<file path="config.mk">
export PLATFORM = sky130hd
export DESIGN_NAME = quadrature_generator_flat
export DESIGN_NICKNAME = d
export VERILOG_FILES = /design/src/rtl/quadrature_generator_pkg.sv /design/src/rtl/quadrature_generator_if.sv /design/src/rtl/quadrature_generator_phase_rom.sv /design/src/rtl/quadrature_generator.sv /design/src/flat_wrapper.sv
export SDC_FILE = /design/constraint.sdc
export NUM_CORES = 1
export LEC_CHECK = 0
export CAP_MARGIN = 40
export CORE_UTILIZATION = 23
export DETAILED_ROUTE_END_ITERATION = 12
export GPL_TIMING_DRIVEN = 0
export PLACE_DENSITY = 0.4
export SETUP_SLACK_MARGIN = 0.05
export SYNTH_ARGS = -nofsm -noshare
export SYNTH_HDL_FRONTEND = slang
export SYNTH_SLANG_ARGS = --single-unit
</file>
<file path="constraint.sdc">
create_clock -name clk -period 2.23 [get_ports clk]
set_input_delay 0.446 -clock clk [delete_from_list [all_inputs] [get_ports clk]]
set_output_delay 0.446 -clock clk [all_outputs]
set_load 0.05 [all_outputs]
</file>
<file path="src/rtl/quadrature_generator_pkg.sv">
// Shared types and Gray tables for the quadrature generator.
// Phase index 0..3 maps to {a,b}; every sequence starts and ends at 00.
package quadrature_generator_pkg;

  localparam logic DIR_CW  = 1'b1;
  localparam logic DIR_CCW = 1'b0;

  // Element [i] is {a,b} at phase index i.
  localparam logic [3:0][1:0] CW_TAB  = {2'b01, 2'b11, 2'b10, 2'b00};
  localparam logic [3:0][1:0] CCW_TAB = {2'b10, 2'b11, 2'b01, 2'b00};

  typedef enum logic {
    ST_IDLE,
    ST_RUN
  } state_t;

endpackage

</file>
<file path="src/rtl/quadrature_generator_if.sv">
// Command handshake bundle for the quadrature generator.
// master offers a command, slave (the generator) accepts it.
interface quadrature_generator_if #(
  parameter int STEP_WIDTH  = 8,
  parameter int DWELL_WIDTH = 16
) ();

  logic                   cmd_valid;
  logic                   cmd_ready;
  logic                   cmd_dir;
  logic [STEP_WIDTH-1:0]  cmd_steps;
  logic [DWELL_WIDTH-1:0] cmd_dwell;

  modport master (
    output cmd_valid, cmd_dir, cmd_steps, cmd_dwell,
    input  cmd_ready
  );

  modport slave (
    input  cmd_valid, cmd_dir, cmd_steps, cmd_dwell,
    output cmd_ready
  );

endinterface

</file>
<file path="src/rtl/quadrature_generator_phase_rom.sv">
// Phase index + direction to {a,b} lookup.
// Purely combinational; sequencing lives in the top.
module quad_phase_rom
  import quadrature_generator_pkg::*;
(
  input  logic [1:0] idx,
  input  logic       dir,
  output logic [1:0] ab
);

  always_comb begin
    ab = 2'b00;
    unique case (1'b1)
      (dir == DIR_CW):  ab = CW_TAB[idx];
      (dir == DIR_CCW): ab = CCW_TAB[idx];
    endcase
  end

endmodule

</file>
<file path="src/rtl/quadrature_generator.sv">
// Rotary-encoder emulator: plays full Gray cycles at a set dwell
// and keeps a signed position count of completed cycles.
module quadrature_generator
  import quadrature_generator_pkg::*;
#(
  parameter int STEP_WIDTH  = 8,
  parameter int DWELL_WIDTH = 16
) (
  input  logic                  clk,
  input  logic                  reset,
  quadrature_generator_if.slave cmd,
  input  logic                  abort,
  output logic                  a,
  output logic                  b,
  output logic                  busy,
  output logic                  done,
  output logic [STEP_WIDTH-1:0] steps_left,
  output logic [STEP_WIDTH-1:0] position
);

  state_t                 state;
  logic                   dir_q;
  logic [DWELL_WIDTH-1:0] dwell_q;
  logic [DWELL_WIDTH-1:0] cnt;
  logic [1:0]             idx;
  logic [1:0]             idx_nxt;
  logic [1:0]             ab_nxt;
  logic                   ready_q;

  assign cmd.cmd_ready = ready_q;
  assign idx_nxt       = idx + 2'd1;

  quad_phase_rom u_rom (
    .idx (idx_nxt),
    .dir (dir_q),
    .ab  (ab_nxt)
  );

  always_ff @(posedge clk) begin
    if (reset) begin
      state      <= ST_IDLE;
      dir_q      <= DIR_CCW;
      dwell_q    <= '0;
      cnt        <= '0;
      idx        <= 2'd0;
      ready_q    <= 1'b1;
      a          <= 1'b0;
      b          <= 1'b0;
      busy       <= 1'b0;
      done       <= 1'b0;
      steps_left <= '0;
      position   <= '0;
    end else begin
      done <= 1'b0;
      unique case (state)
        ST_IDLE: begin
          if (cmd.cmd_valid) begin
            dir_q   <= cmd.cmd_dir;
            dwell_q <= cmd.cmd_dwell;
            if (cmd.cmd_steps == '0) begin
              done <= 1'b1;
            end else begin
              state      <= ST_RUN;
              busy       <= 1'b1;
              ready_q    <= 1'b0;
              steps_left <= cmd.cmd_steps;
              idx        <= 2'd0;
              cnt        <= '0;
            end
          end
        end
        ST_RUN: begin
          if (cnt == dwell_q) begin
            cnt    <= '0;
            idx    <= idx_nxt;
            {a, b} <= ab_nxt;
            // Back at 00: one full cycle done, abort only honoured here.
            if (idx_nxt == 2'd0) begin
              position <= (dir_q == DIR_CW)
                        ? position + STEP_WIDTH'(1)
                        : position - STEP_WIDTH'(1);
              if (steps_left == STEP_WIDTH'(1) || abort) begin
                state      <= ST_IDLE;
                busy       <= 1'b0;
                ready_q    <= 1'b1;
                done       <= 1'b1;
                steps_left <= '0;
              end else begin
                steps_left <= steps_left - STEP_WIDTH'(1);
              end
            end
          end else begin
            cnt <= cnt + DWELL_WIDTH'(1);
          end
        end
      endcase
    end
  end

endmodule

</file>
<file path="src/flat_wrapper.sv">
// flat-port wrapper written by rule: the top's interface ports become plain ports
module quadrature_generator_flat import quadrature_generator_pkg::*;
#(
  parameter int STEP_WIDTH  = 8,
  parameter int DWELL_WIDTH = 16
)
  (clk, reset, abort, a, b, busy, done, steps_left, position, cmd_cmd_valid, cmd_cmd_dir, cmd_cmd_steps, cmd_cmd_dwell, cmd_cmd_ready);
  quadrature_generator_if #(.STEP_WIDTH(STEP_WIDTH), .DWELL_WIDTH(DWELL_WIDTH)) cmd_i ();
  input  logic clk;
  input  logic reset;
  input  logic abort;
  output logic a;
  output logic b;
  output logic busy;
  output logic done;
  output logic [STEP_WIDTH-1:0] steps_left;
  output logic [STEP_WIDTH-1:0] position;
  input wire logic [$bits(cmd_i.cmd_valid)-1:0] cmd_cmd_valid;
  input wire logic [$bits(cmd_i.cmd_dir)-1:0] cmd_cmd_dir;
  input wire logic [$bits(cmd_i.cmd_steps)-1:0] cmd_cmd_steps;
  input wire logic [$bits(cmd_i.cmd_dwell)-1:0] cmd_cmd_dwell;
  output wire logic [$bits(cmd_i.cmd_ready)-1:0] cmd_cmd_ready;
  assign cmd_i.cmd_valid = cmd_cmd_valid;
  assign cmd_i.cmd_dir = cmd_cmd_dir;
  assign cmd_i.cmd_steps = cmd_cmd_steps;
  assign cmd_i.cmd_dwell = cmd_cmd_dwell;
  assign cmd_cmd_ready = cmd_i.cmd_ready;
  quadrature_generator #(.STEP_WIDTH(STEP_WIDTH), .DWELL_WIDTH(DWELL_WIDTH)) u_core (.clk(clk), .reset(reset), .cmd(cmd_i), .abort(abort), .a(a), .b(b), .busy(busy), .done(done), .steps_left(steps_left), .position(position));
endmodule
</file>
After elaboration in Yosys (flattened, before gate mapping)
Index checks and enable logic that the tools add are counted.

storage, ports and cells
  flip-flop bits (word level) = 57
  bits of input ports = 29
  output and inout bits = 21
  logic and storage cells = 81

cells by class
  add/subtract/negate cells = 5
  order comparisons = 1
  eq/ne operators = 7
  muxes and demuxes = 44
  bitwise logic cells = 2
  reduce and logical (&&, ||, !) cells = 10

operators by type and width
  kind                                                number
  2-to-1 mux 16 bit                                   3
  2-to-1 mux 8 bit                                    6
  case mux 16 bit (2 select lines)                    1
  2-to-1 mux 1 bit                                    20
  adder 16 x 1 -> 16 bit, second input constant       1
  == test 16 bit                                      1
  case mux 8 bit (2 select lines)                     1
  subtractor 8 x 1 -> 8 bit, second input constant    2
  2-to-1 mux 2 bit                                    5
  != test 2 bit, second input constant                5
  adder 8 x 1 -> 8 bit, second input constant         1
  binary-select mux 2 bit (select 2 bit)              2
  == test 8 x 1 -> 1 bit, second input constant       1
  zero test 8 bit                                     1
  case mux 1 bit (2 select lines)                     4
  case mux 2 bit (2 select lines)                     2
  AND reduction 2 bit                                 3
  AND reduction 3 bit                                 2
  AND reduction 5 bit                                 1
  AND reduction 4 bit                                 1
  < comparator 2 x 3 -> 1 bit, second input constant  1
  adder 2 x 1 -> 2 bit, second input constant         1
  zero test 2 bit                                     1
  NOT 1 bit                                           2
  logical OR 1 bit                                    1

Logic depth before layout (Yosys ltp)
Gate-level depths: netlist (run 1).

  depth after elaboration = 6
  gate-level depth with buffers = 8
  mapped depth without buffers = 7

By module
A second synthesis (run 1) with hierarchy kept.

second synthesis, totals
  cell total of the unflattened synthesis = 375
  area total of the unflattened synthesis = 3123.0 um^2

by module, submodules not included
  module                instances  cells each  area each (um^2)  sequential area each (um^2)
  quadrature_generator  1          371         3085.5            1141.1
  quad_phase_rom        1          4           37.5              0.0

Worst setup path before layout (run 1)
Ideal clock, no wire load.

  kind = reg2reg
  start = register u_core.position[5]
  end = register u_core.position[7]
  library setup time = 0.095 ns
  arrival = 2.156 ns
  required time = 2.135 ns
  setup slack = -0.021 ns
  cell stages (with the launch flop) = 7
  path buffers = 0
  clock period less this slack = 2.251 ns
  path through = dfxtp_1 ha_1 or2_1 a21o_1 a2111o_1 a211o_1 o311ai_1

on the way
  longest elaborated chain between the ends = 2
  elaborated cells on any way between the ends = 3
  those cells by class = add/sub (2); mux (1)

RTL lines
  what                                                                      line                                                    text
  start, declared                                                           quadrature_generator.sv:18                              output logic [STEP_WIDTH-1:0] position
  start signal, assigned                                                    quadrature_generator.sv:79                              position <= (dir_q == DIR_CW)
  subtractor 8 x 1 -> 8 bit / adder 8 x 1 -> 8 bit (equally long branches)  quadrature_generator.sv:81, quadrature_generator.sv:80
  2-to-1 mux 8 bit (*)                                                      quadrature_generator.sv:80                              ? position + STEP_WIDTH'(1)

Every way passes the cells marked *; elsewhere a longest branch is shown, timed or not.
A chain may end at the register's enable or synchronous reset.

Worst setup path in the final report (run 1)
  start = register u_core.dir_q
  end = register u_core.position[7]

on the way
  longest elaborated chain between the ends = 1

RTL lines
  what                    line                        text
  start, declared         quadrature_generator.sv:22  logic dir_q;
  start signal, assigned  quadrature_generator.sv:58  dir_q <= cmd.cmd_dir;
  2-to-1 mux 8 bit        quadrature_generator.sv:80

No other way between the ends.

==> summary.txt, run 1 <==
Status: completed
Switching power: 832 uW
Met1 Usage GRT: 0.192
Max-Slew Margin vs Limit: 0.561
Core ar.: 13,900 um2
1st-iter DRT viols: 165
Sink Count: 57
Worst r2r dst: u_core.position[7]$_SDFFE_PP0P_
Lkg Pwr: 0.00166 uW
Multi-input gate area: 2160 um2
# Max-Cap Violations: 0
Critical Path Sink Type: register
Nets: 507
Met3 Usage GRT: 0.0446
P_int: 2190 uW
Met2 Use GR: 0.243
Hold Buf Count CTS: 0
Placed wire-length estimate: 7.66 mm
Busiest grt layer: met2
Mean area per synthesized cell: 8.26 um2
Vias in the first global route: 3,136
Initial Utilization: 0.236
Switching part of the total: 0.275
Die width: 121 um
Clock Latency Late Sink: 0.33 ns
Crit path required time: 2.46 ns
Grt ovf: 0
Least-Margin Pin Slew: 0.659 ns
Root Driver: clkbuf_16
Clk network pwr share: 0.455
First-pass GRT wire length: 16.8 mm
Async SR Flop Fraction: 0
Initial antenna violation count: 0
EDFF count, synth: 0
Startpoint types: register
PortBufs: 49
Die H: 121 um
Cell count after synthesis: 396
Post-synth top area share: 0.349
Main area contributors after synthesis: dfxtp_1 35%, a21oi_1 7.3%, xor2_1 6.7%, nand2_1 6.1%, ha_1 3.8%
Worst setup endpoint: u_core.position[7]$_SDFFE_PP0P_
Total CTS buffers: 9
DR vias: 3,193
Crit path max fanout: 5
Critical path arrival: 2.38 ns
Worst reg-to-reg path cell count: 9
RSZ-0062 raised after global routing: yes
Diode count: 0
Setup Skew: 0.00412 ns
PwrDens: 660 nW/um2
Pre-CTS setup slack: -0.625 ns
Fill count: 1,514
CP Class: reg -> reg
Residual DRC: 0
Share of power burned in registers: 0.363
Num rows: 43
Area leader, netlist: dfxtp_1
Sequential-to-total area share from yosys stat: 0.349
Mean number of vias per cell: 4.90
R2r startpoint: u_core.dir_q$_SDFFE_PP0P_
Register area: 1150 um2
CTS H-tree depth: 3
Detailed Route WL: 10.6 mm
Longest Clk Path Bufs: 2
Area added between synthesis and finish: 39.9%
Gpl congestion: 0.796
GRT Overall Usage: 0.152
Post-layout min period: 2.15 ns
I/O pins: 50
Hold/Removal Path Class: reg -> reg
Largest net degree at the start of global routing: 11
Ys flop type: dfxtp_1
Clk pin slew, worst setup/hold paths: 0.05 ns
Fmax: 0.464 GHz
Final Hold Viols: 0
CTS tree: yes
Share of cells above drive strength 1: 0.149
Final setup vio count: 0
Non-Filler Instances: 651
Warnings from Yosys: 0
Final worst setup slack: 0.0759 ns
Routed WL per cell: 16.4 um
Slew Viols, Final: 0
Mapped cell area: 3270 um2
Dpl cells: 625
R2R Setup Slk: 0.08 ns
Antenna Nets Post-Route: 0
Cell variety after synth: 60
Peak supply drop: 308 uV
Synth Register Bits: 57
Crit path launch: u_core.dir_q$_SDFFE_PP0P_
Post-synthesis net count: 436
Final worst-path cycle share: 0.966
Gate power share: 0.181
DIE AREA: 14,700 um2
Pre-antenna DRT Iters: 4
Hold WS: 0.468 ns
-- worst min-delay path by stage --
stage	slack, ns	start	end	cells after the start
6_report	0.47	u_core.dwell_q[10]$_SDFFE_PP0P_	u_core.dwell_q[10]$_SDFFE_PP0P_	2
4_1_cts	0.47	u_core.dwell_q[10]$_SDFFE_PP0P_	u_core.dwell_q[10]$_SDFFE_PP0P_	2
3_3_place_gp	0.46	u_core.dwell_q[2]$_SDFFE_PP0P_	u_core.dwell_q[2]$_SDFFE_PP0P_	2
2_1_floorplan	0.45	u_core.dwell_q[10]$_SDFFE_PP0P_	u_core.dwell_q[10]$_SDFFE_PP0P_	2
3_5_place_dp	0.46	u_core.dwell_q[10]$_SDFFE_PP0P_	u_core.dwell_q[10]$_SDFFE_PP0P_	2
5_1_grt	0.49	u_core.dwell_q[14]$_SDFFE_PP0P_	u_core.dwell_q[14]$_SDFFE_PP0P_	2
-- cells in the mapped netlist, drive strengths merged, types with 2 or more instances --
master   number
nand2        53
and3          4
a21oi        48
nor2b         3
clkinv        2
a311oi        4
nor4          9
nand4b        4
nor3          7
o211ai        4
or2           2
ha           10
and4          2
mux2i         5
clkbuf       18
xor2         25
nand2b        4
or3           4
a31oi         4
and2          2
nor4b         2
a21o          2
nor2         20
dfxtp        57
o31ai         3
or4           2
xnor2         5
buf           6
nor3b         2
a22oi         4
a211oi        3
o2111ai       8
inv          11
o311ai        5
o21ai        22
nand4         7
nand3         9
-- layout by cell type (no fill, tap or decap), types with 6 or more instances in the layout --
cell,synthesis,final
a21oi_1,48,45
buf_4,1,10
clkbuf_1,18,15
clkbuf_16,0,9
clkdlybuf4s50_1,0,49
dfxtp_1,57,51
inv_1,11,10
nand2_1,53,51
nand3_1,9,7
nand4_1,6,6
nor2_1,20,20
nor3_1,7,6
nor4_4,4,6
o2111ai_1,8,7
o21ai_0,18,16
xor2_1,25,25
-- logic make-up after synthesis --
| group | Yosys count | synth area share |
|---|---|---|
| xor gates and xnor gates | 30 | 0.0803 |
| adders and majority gates | 11 | 0.0444 |
| and+or+nand+nor | 139 | 0.237 |
| DFF | 57 | 0.349 |
| buffers and inverters | 37 | 0.0470 |
| muxes | 5 | 0.0153 |
| AOI/OAI and AO/OA | 117 | 0.228 |
-- cell type report --
type,count,share of cell area
multi-input cells,302,0.473
flip-flops and latches,57,0.251
repair buffers,60,0.125
clock buffers,12,0.0560
well taps,180,0.0492
plain buffers,24,0.0249
inverters,13,0.0115
clock inverters,3,0.00875
-- per-layer routing --
metal  share of wire  wire length (um)
met1            0.46              4850
met2            0.47              5050
met3           0.055               589
met4           0.015               160
met5               0                 0
-- through the flow --
stage                util  power, uW  instance area, um2  TNS [ns]
floorplan               -       1440                3280         0
global placement    0.288       1620                3990    -13.93
detailed placement  0.288       1620                3990    -13.02
CTS                 0.320       3050                4450         0
global route        0.330       3170                4580   -0.0942
finish              0.330       3020                4580         0
-- flip-flops by register name (all words and copies together), names as in the netlist --
name and flops:
u_core.state 1, u_core.cmd.cmd_ready 1, u_core.idx 2, u_core.dwell_q 16, u_core.busy 1, u_core.dir_q 1, u_core.a 1, u_core.b 1
u_core.cnt 16, u_core.steps_left 8, u_core.position 8, u_core.done 1
-- power groups by stage --
stage | combinational [uW] | clock (uW) | sequential (uW)
after global routing | 600 | 1470 | 1100
after detailed placement | 503 | 0 | 1120
after global placement | 504 | 0 | 1120
final | 548 | 1370 | 1100
after floorplan | 275 | 0 | 1160
after CTS | 528 | 1420 | 1100
-- critical path, cell delays in order (launching register included) --
cell and delay (ns):
dfxtp_4 0.38, clkinvlp_4 0.09, buf_6 0.14, ha_4 0.22, or2_1 0.23, a21o_1 0.19
buf_4 0.14, a2111oi_0 0.48, a31oi_1 0.08, o311ai_1 0.09
-- what timing repair did --
| item | 4_1_cts | 5_1_grt |
|---|---|---|
| pin swaps | 2 | 8 |
| gates cloned | 0 | 0 |
| buffers inserted | 6 | 5 |
| setup endpoints to repair | 26 | 33 |
| resized for setup | 18 | 27 |
(Power assumes the default switching activity.)
==> inputs of run 2 (changes only) <==
--- a/config.mk
+++ b/config.mk
@@ -8,8 +8,10 @@
 export CAP_MARGIN = 40
 export CORE_UTILIZATION = 23
 export DETAILED_ROUTE_END_ITERATION = 12
+export GPL_ROUTABILITY_DRIVEN = 0
 export GPL_TIMING_DRIVEN = 0
 export PLACE_DENSITY = 0.4
+export RECOVER_POWER = 100
 export SETUP_SLACK_MARGIN = 0.05
 export SYNTH_ARGS = -nofsm -noshare
 export SYNTH_HDL_FRONTEND = slang
==> run 2 against run 1 <==
Against the previous run:
- clock skew about the same
- critical path depth unchanged
- total power down 0.18%
- clock power about the same
- die area unchanged
- sequential share of layout area unchanged
- combinational power down 0.9%
- cell area unchanged
- critical endpoint unchanged
==> summary.txt, run 2 (synthesized netlist as in run 1, its figures left out) <==
Least-Margin Pin Slew: 0.657 ns (-0.00188 ns)
Core ar.: 13,900 um2 (unchanged)
R2R Setup Slk: 0.08 ns (about the same)
Routed WL per cell: 16.3 um (about the same)
Worst reg-to-reg path cell count: 9 (unchanged)
Initial Utilization: 0.236 (unchanged)
Fill count: 1,514 (unchanged)
Num rows: 43 (unchanged)
Largest net degree at the start of global routing: 11 (unchanged)
Switching power: 832 uW (about the same)
RSZ-0062 raised after global routing: yes
Crit path required time: 2.46 ns (about the same)
DR vias: 3,215 (+0.69%)
Root Driver: clkbuf_16
Die width: 121 um (unchanged)
Register area: 1150 um2 (unchanged)
PnR Total Power: 3020 uW (-0.18%)
Mean number of vias per cell: 4.94 (+0.69%)
Startpoint types: register
Final Hold Viols: 0 (unchanged)
Placed wire-length estimate: 7.66 mm (unchanged)
Sink Count: 57 (unchanged)
Worst r2r dst: u_core.position[7]$_SDFFE_PP0P_
Hold/Removal Path Class: reg -> reg
DIE AREA: 14,700 um2 (unchanged)
Area added between synthesis and finish: 39.9% (unchanged)
Multi-input gate area: 2160 um2 (unchanged)
Vias in the first global route: 3,136 (unchanged)
CTS tree: yes
CTS H-tree depth: 3 (unchanged)
Setup Skew: 0.00439 ns (+0.000274 ns)
Top Registers: u_core.cnt: 16 flops, u_core.dwell_q: 16 flops
Hold depth: 2 (unchanged)
CP Class: reg -> reg
Nets: 507 (unchanged)
Detailed Route WL: 10.6 mm (about the same)
Final setup vio count: 0 (unchanged)
Pre-antenna DRT Iters: 4 (unchanged)
Critical Path Sink Type: register
Worst Hold Endpoint: u_core.dwell_q[10]$_SDFFE_PP0P_
Commonest cells after routing, fill and taps aside: 51 x nand2_1, 51 x dfxtp_1, 45 x a21oi_1
Hold Buf Count CTS: 0 (unchanged)
Pre-CTS setup slack: -0.625 ns (unchanged)
R2r startpoint: u_core.dir_q$_SDFFE_PP0P_
Clk network pwr share: 0.456 (about the same)
Crit path max fanout: 5 (unchanged)
Post-layout min period: 2.15 ns (+0.000125 ns)
1st-iter DRT viols: 165 (unchanged)
Initial antenna violation count: 0 (unchanged)
Fmax: 0.464 GHz (about the same)
GRT Overall Usage: 0.152 (unchanged)
Clock Latency Late Sink: 0.33 ns (about the same)
Grt ovf: 0 (unchanged)
Longest Clk Path Bufs: 2 (unchanged)
First-pass GRT wire length: 16.8 mm (unchanged)
Critical path arrival: 2.38 ns (about the same)
Residual DRC: 0 (unchanged)
PortBufs: 49 (unchanged)
Max-Slew Margin vs Limit: 0.562 (+0.00126)
Share of power burned in registers: 0.364 (about the same)
Clk pin slew, worst setup/hold paths: 0.05 ns (about the same)
Slew Viols, Final: 0 (unchanged)
Lkg Pwr: 0.00172 uW (+3.5%)
I/O pins: 50 (unchanged)
Share of cells above drive strength 1: 0.149 (unchanged)
Total CTS buffers: 9 (unchanged)
HP Start: u_core.dwell_q[10]$_SDFFE_PP0P_
# Max-Cap Violations: 0 (unchanged)
Crit path launch: u_core.dir_q$_SDFFE_PP0P_
Die H: 121 um (unchanged)
Status: completed
Gate power share: 0.180 (about the same)
Final worst-path cycle share: 0.966 (about the same)
Final worst setup slack: 0.0757 ns (-0.000125 ns)
Peak supply drop: 308 uV (about the same)
PwrDens: 659 nW/um2 (-0.18%)
Antenna Nets Post-Route: 0 (unchanged)
P_int: 2180 uW (-0.27%)
Diode count: 0 (unchanged)
Switching part of the total: 0.276 (+0.000702)
-- run 2: cell count changes in the layout (fill, tap and decap cells not counted), sizes merged --
cell	previous run	this run
buf	17	14
dlygate4sd3	0	21
clkbuf	30	33
clkdlybuf4s50	49	28
-- run 2: worst max path at each step --
stage                                        end  slack (ns)
2_1_floorplan    u_core.position[7]$_SDFFE_PP0P_        0.11
3_3_place_gp   u_core.steps_left[3]$_SDFFE_PP0P_       -0.67
3_5_place_dp         u_core.cnt[14]$_SDFFE_PP0P_       -0.63
4_1_cts          u_core.position[6]$_SDFFE_PP0P_        0.01
5_1_grt          u_core.position[7]$_SDFFE_PP0P_       -0.09
6_report         u_core.position[7]$_SDFFE_PP0P_        0.08
-- run 2: power by group through the flow --
stage / clock (uW) / sequential, uW / combinational (uW)
floorplan: 0 / 1160 / 275
global placement: 0 / 1120 / 504
detailed placement: 0 / 1120 / 503
CTS: 1420 / 1100 / 528
global route: 1470 / 1100 / 594
finish: 1370 / 1100 / 543
-- run 2: layout make-up --
type                            instances  share of cell area
Sequential cell                        57               0.251
Timing Repair Buffer                   60               0.125
Clock inverter                          3             0.00875
Tap cell                              180              0.0492
Inverter                               13              0.0115
Clock buffer                           12              0.0560
Buffer                                 24              0.0249
Multi-Input combinational cell        302               0.473
-- run 2: worst max-delay path, cell delays in order (launching register included) --
cell	delay [ns]
dfxtp_4	0.38
clkinvlp_4	0.09
buf_6	0.14
ha_4	0.22
or2_1	0.23
a21o_1	0.19
buf_4	0.14
a2111oi_0	0.48
a31oi_1	0.08
o311ai_1	0.09
-- run 2: metal layers --
metal,track usage,part of all wire,routed length (um),vias up
li1,-,-,-,1591
met1,0.192,0.45,4830,1528
met2,0.243,0.46,4950,83
met3,0.0446,0.059,633,13
met4,0.0556,0.022,229,0
met5,0,0,0,-
-- run 2: what timing repair did --
action | in CTS | in global routing
buffers inserted | 6 | 5
setup endpoints to repair | 26 | 33
resized for setup | 18 | 27
pin swaps | 2 | 8
-- run 2: through the flow --
stage               setup TNS, ns   util  std cells  cell area (um2)  hold WS (ns)
floorplan                       0      -        396             3280         0.448
global placement           -13.93  0.288        625             3990         0.462
detailed placement         -13.02  0.288        625             3990         0.464
CTS                             0  0.320        646             4450         0.471
global route              -0.0942  0.330        651             4580         0.490
finish                          0  0.330        651             4580         0.468
==> inputs of run 3 (changes only) <==
--- a/config.mk
+++ b/config.mk
@@ -5,12 +5,11 @@
 export SDC_FILE = /design/constraint.sdc
 export NUM_CORES = 1
 export LEC_CHECK = 0
-export CAP_MARGIN = 40
-export CORE_UTILIZATION = 23
+export CORE_UTILIZATION = 49
 export DETAILED_ROUTE_END_ITERATION = 12
 export GPL_ROUTABILITY_DRIVEN = 0
 export GPL_TIMING_DRIVEN = 0
-export PLACE_DENSITY = 0.4
+export PLACE_DENSITY = 0.74
 export RECOVER_POWER = 100
 export SETUP_SLACK_MARGIN = 0.05
 export SYNTH_ARGS = -nofsm -noshare
==> run 3 against run 2 <==
Against the previous run:
- first-iteration DRC count is 48% higher
- utilization grew 32 points
- via count rose by 0.84%
- sequential cell count is the same
- wire length is 15% lower
- cell count fell by 18%
- critical path type is now reg -> out
- largest power group unchanged
==> summary.txt, run 3 (synthesized netlist as in run 1, its figures left out) <==
Status: completed
Hold Buf Count CTS: 0 (unchanged)
Grt ovf: 0 (unchanged)
Clk pin slew, worst setup/hold paths: 0.07 ns (+0.02 ns)
Die H: 83.7 um (-31%)
Setup Skew: 0.00662 ns (+0.00223 ns)
First-pass GRT wire length: 14.7 mm (-13%)
Final setup vio count: 0 (unchanged)
Largest net degree at the start of global routing: 11 (unchanged)
Share of cells above drive strength 1: 0.100 (-0.0484)
Hold/Removal Path Class: reg -> reg
Worst path top cell family by delay: buffers and inverters
Critical Path Sink Type: primary output
Final Hold Viols: 0 (unchanged)
Vias in the first global route: 3,076 (-1.9%)
Core ar.: 6390 um2 (-54%)
Post-route design area: 4170 um2 (-9.0%)
Clock Latency Late Sink: 0.34 ns (about the same)
I/O pins: 50 (unchanged)
Most common cell after layout, fill and taps aside: nand2_1
RSZ-0062 raised after global routing: no
Placed wire-length estimate: 6.34 mm (-17%)
Fmax: 0.468 GHz (+0.88%)
Lkg Pwr: 0.00162 uW (-5.7%)
Peak supply drop: 452 uV (+47%)
PwrDens: 652 nW/um2 (-1.1%)
Setup TNS: 0 ns (unchanged)
Num rows: 29 (-33%)
DIE AREA: 7010 um2 (-52%)
Mean number of vias per cell: 6.05 (+22%)
Commonest cells after routing, fill and taps aside: 52 x nand2_1, 51 x dfxtp_1, 47 x a21oi_1
GRT Overall Usage: 0.264 (+0.113)
1st-iter DRT viols: 245 (+48%)
Sink Count: 57 (unchanged)
Slew Viols, Final: 0 (unchanged)
CTS H-tree depth: 3 (unchanged)
Hold WS: 0.472 ns (+0.00457 ns)
Initial antenna violation count: 0 (unchanged)
Startpoint types: register
Longest Clk Path Bufs: 2 (unchanged)
Critical path arrival: 1.69 ns (-0.69 ns)
CTS tree: yes
Residual DRC: 0 (unchanged)
Max stage delay on crit path: 0.91 ns (+0.43 ns)
Pre-antenna DRT Iters: 4 (unchanged)
Area added between synthesis and finish: 27.4%
Total CTS buffers: 9 (unchanged)
CP Class: reg -> out
Least-Margin Pin Slew: 0.601 ns (-0.0559 ns)
Root Driver: clkbuf_8
Post-layout min period: 2.14 ns (-0.0187 ns)
CP max-delay cell: dlygate4sd3_1
Crit-path cells: dlygate4sd3_1
Final worst-path cycle share: 0.958 (-0.00840)
Top Registers: u_core.cnt: 16 flops, u_core.dwell_q: 16 flops
# Max-Cap Violations: 0 (unchanged)
DR vias: 3,242 (+0.84%)
Initial Utilization: 0.512 (+0.277)
Die width: 83.7 um (-31%)
Crit path max fanout: 7 (+2)
Buf/Inv on CP: 1 (-2)
Nets: 495 (-2.4%)
Post-DP Area: 3860 um2 (-3.2%)
PortBufs: 49 (unchanged)
Crit path required time: 1.78 ns (-0.68 ns)
Routed WL per cell: 16.9 um (+3.3%)
Antenna Nets Post-Route: 0 (unchanged)
Max-Slew Margin vs Limit: 0.599 (+0.0373)
Detailed Route WL: 9.05 mm (-15%)
Diode count: 0 (unchanged)
==> run 3: cell count changes in the layout (fill, tap and decap cells not counted), moves of 2 or more <==
cell	delta
a21oi_2	-2
clkbuf_8	+10
nand3_1	+2
buf_4	-9
o21ai_4	-2
o21ai_2	+2
clkbuf_16	-9
ha_4	-4
o21ai_1	-2
a21oi_1	+2
clkinv_2	-2
o21ai_0	+2
ha_1	+5
==> run 3: power by group <==
group | internal, uW | total (uW) | leakage [uW] | switching [uW]
registers | 1060 | 1100 | 0.000467 | 38.3
logic | 190 | 501 | 0.00104 | 311
clock network | 715 | 1120 | 0.000116 | 404
total | 1960 | 2720 | 0.00162 | 753
==> run 3: per-stage QoR <==
step | setup WS (ns) | cells | util | total power, uW
after floorplan | 0.109 | 396 | - | 1440
after global placement | -0.447 | 522 | 0.605 | 1590
after detailed placement | -0.496 | 522 | 0.605 | 1600
after CTS | 0.0546 | 537 | 0.643 | 2720
after global routing | 0.00347 | 536 | 0.653 | 2820
final | 0.0945 | 536 | 0.653 | 2720
==> run 3: layout make-up <==
cell class / instances / area (um2)
tap: 77 / 96.3
timing repair buffer: 49 / 490
clock buffer: 13 / 169
buffer: 23 / 106
fill: 537 / 2220
inverter: 13 / 51.3
sequential: 57 / 1150
clock inverter: 2 / 60.1
multi-input combinational: 302 / 2050
==> run 3: layer usage <==
| layer | GRT usage | share of wire | vias to the layer above |
|---|---|---|---|
| li1 | - | - | 1574 |
| met1 | 0.324 | 0.43 | 1537 |
| met2 | 0.449 | 0.49 | 111 |
| met3 | 0.0504 | 0.052 | 20 |
| met4 | 0.119 | 0.026 | 0 |
| met5 | 0 | 0 | - |
==> run 3: tightest hold or removal path: stages, from the launching register on <==
cell and delay (ns):
dfxtp_1 0.32, nand2_1 0.06, a21oi_1 0.05
==> run 3: final timing paths <==
check,slack [ns],endpoint,depth (start not counted),from
worst max register to register,0.11,u_core.steps_left[6]$_SDFFE_PP0P_,7,u_core.steps_left[1]$_SDFFE_PP0P_
worst min register to register,0.47,u_core.dwell_q[11]$_SDFFE_PP0P_,2,u_core.dwell_q[11]$_SDFFE_PP0P_
worst max-delay path,0.09,steps_left[2],1,u_core.steps_left[2]$_SDFFE_PP0P_
worst min-delay path,0.47,u_core.dwell_q[11]$_SDFFE_PP0P_,2,u_core.dwell_q[11]$_SDFFE_PP0P_
==> run 3: repair_timing <==
item                                    in CTS  in global routing
resized for setup                            5                 19
endpoints found under the setup margin      24                 21
buffers inserted                             0                  0
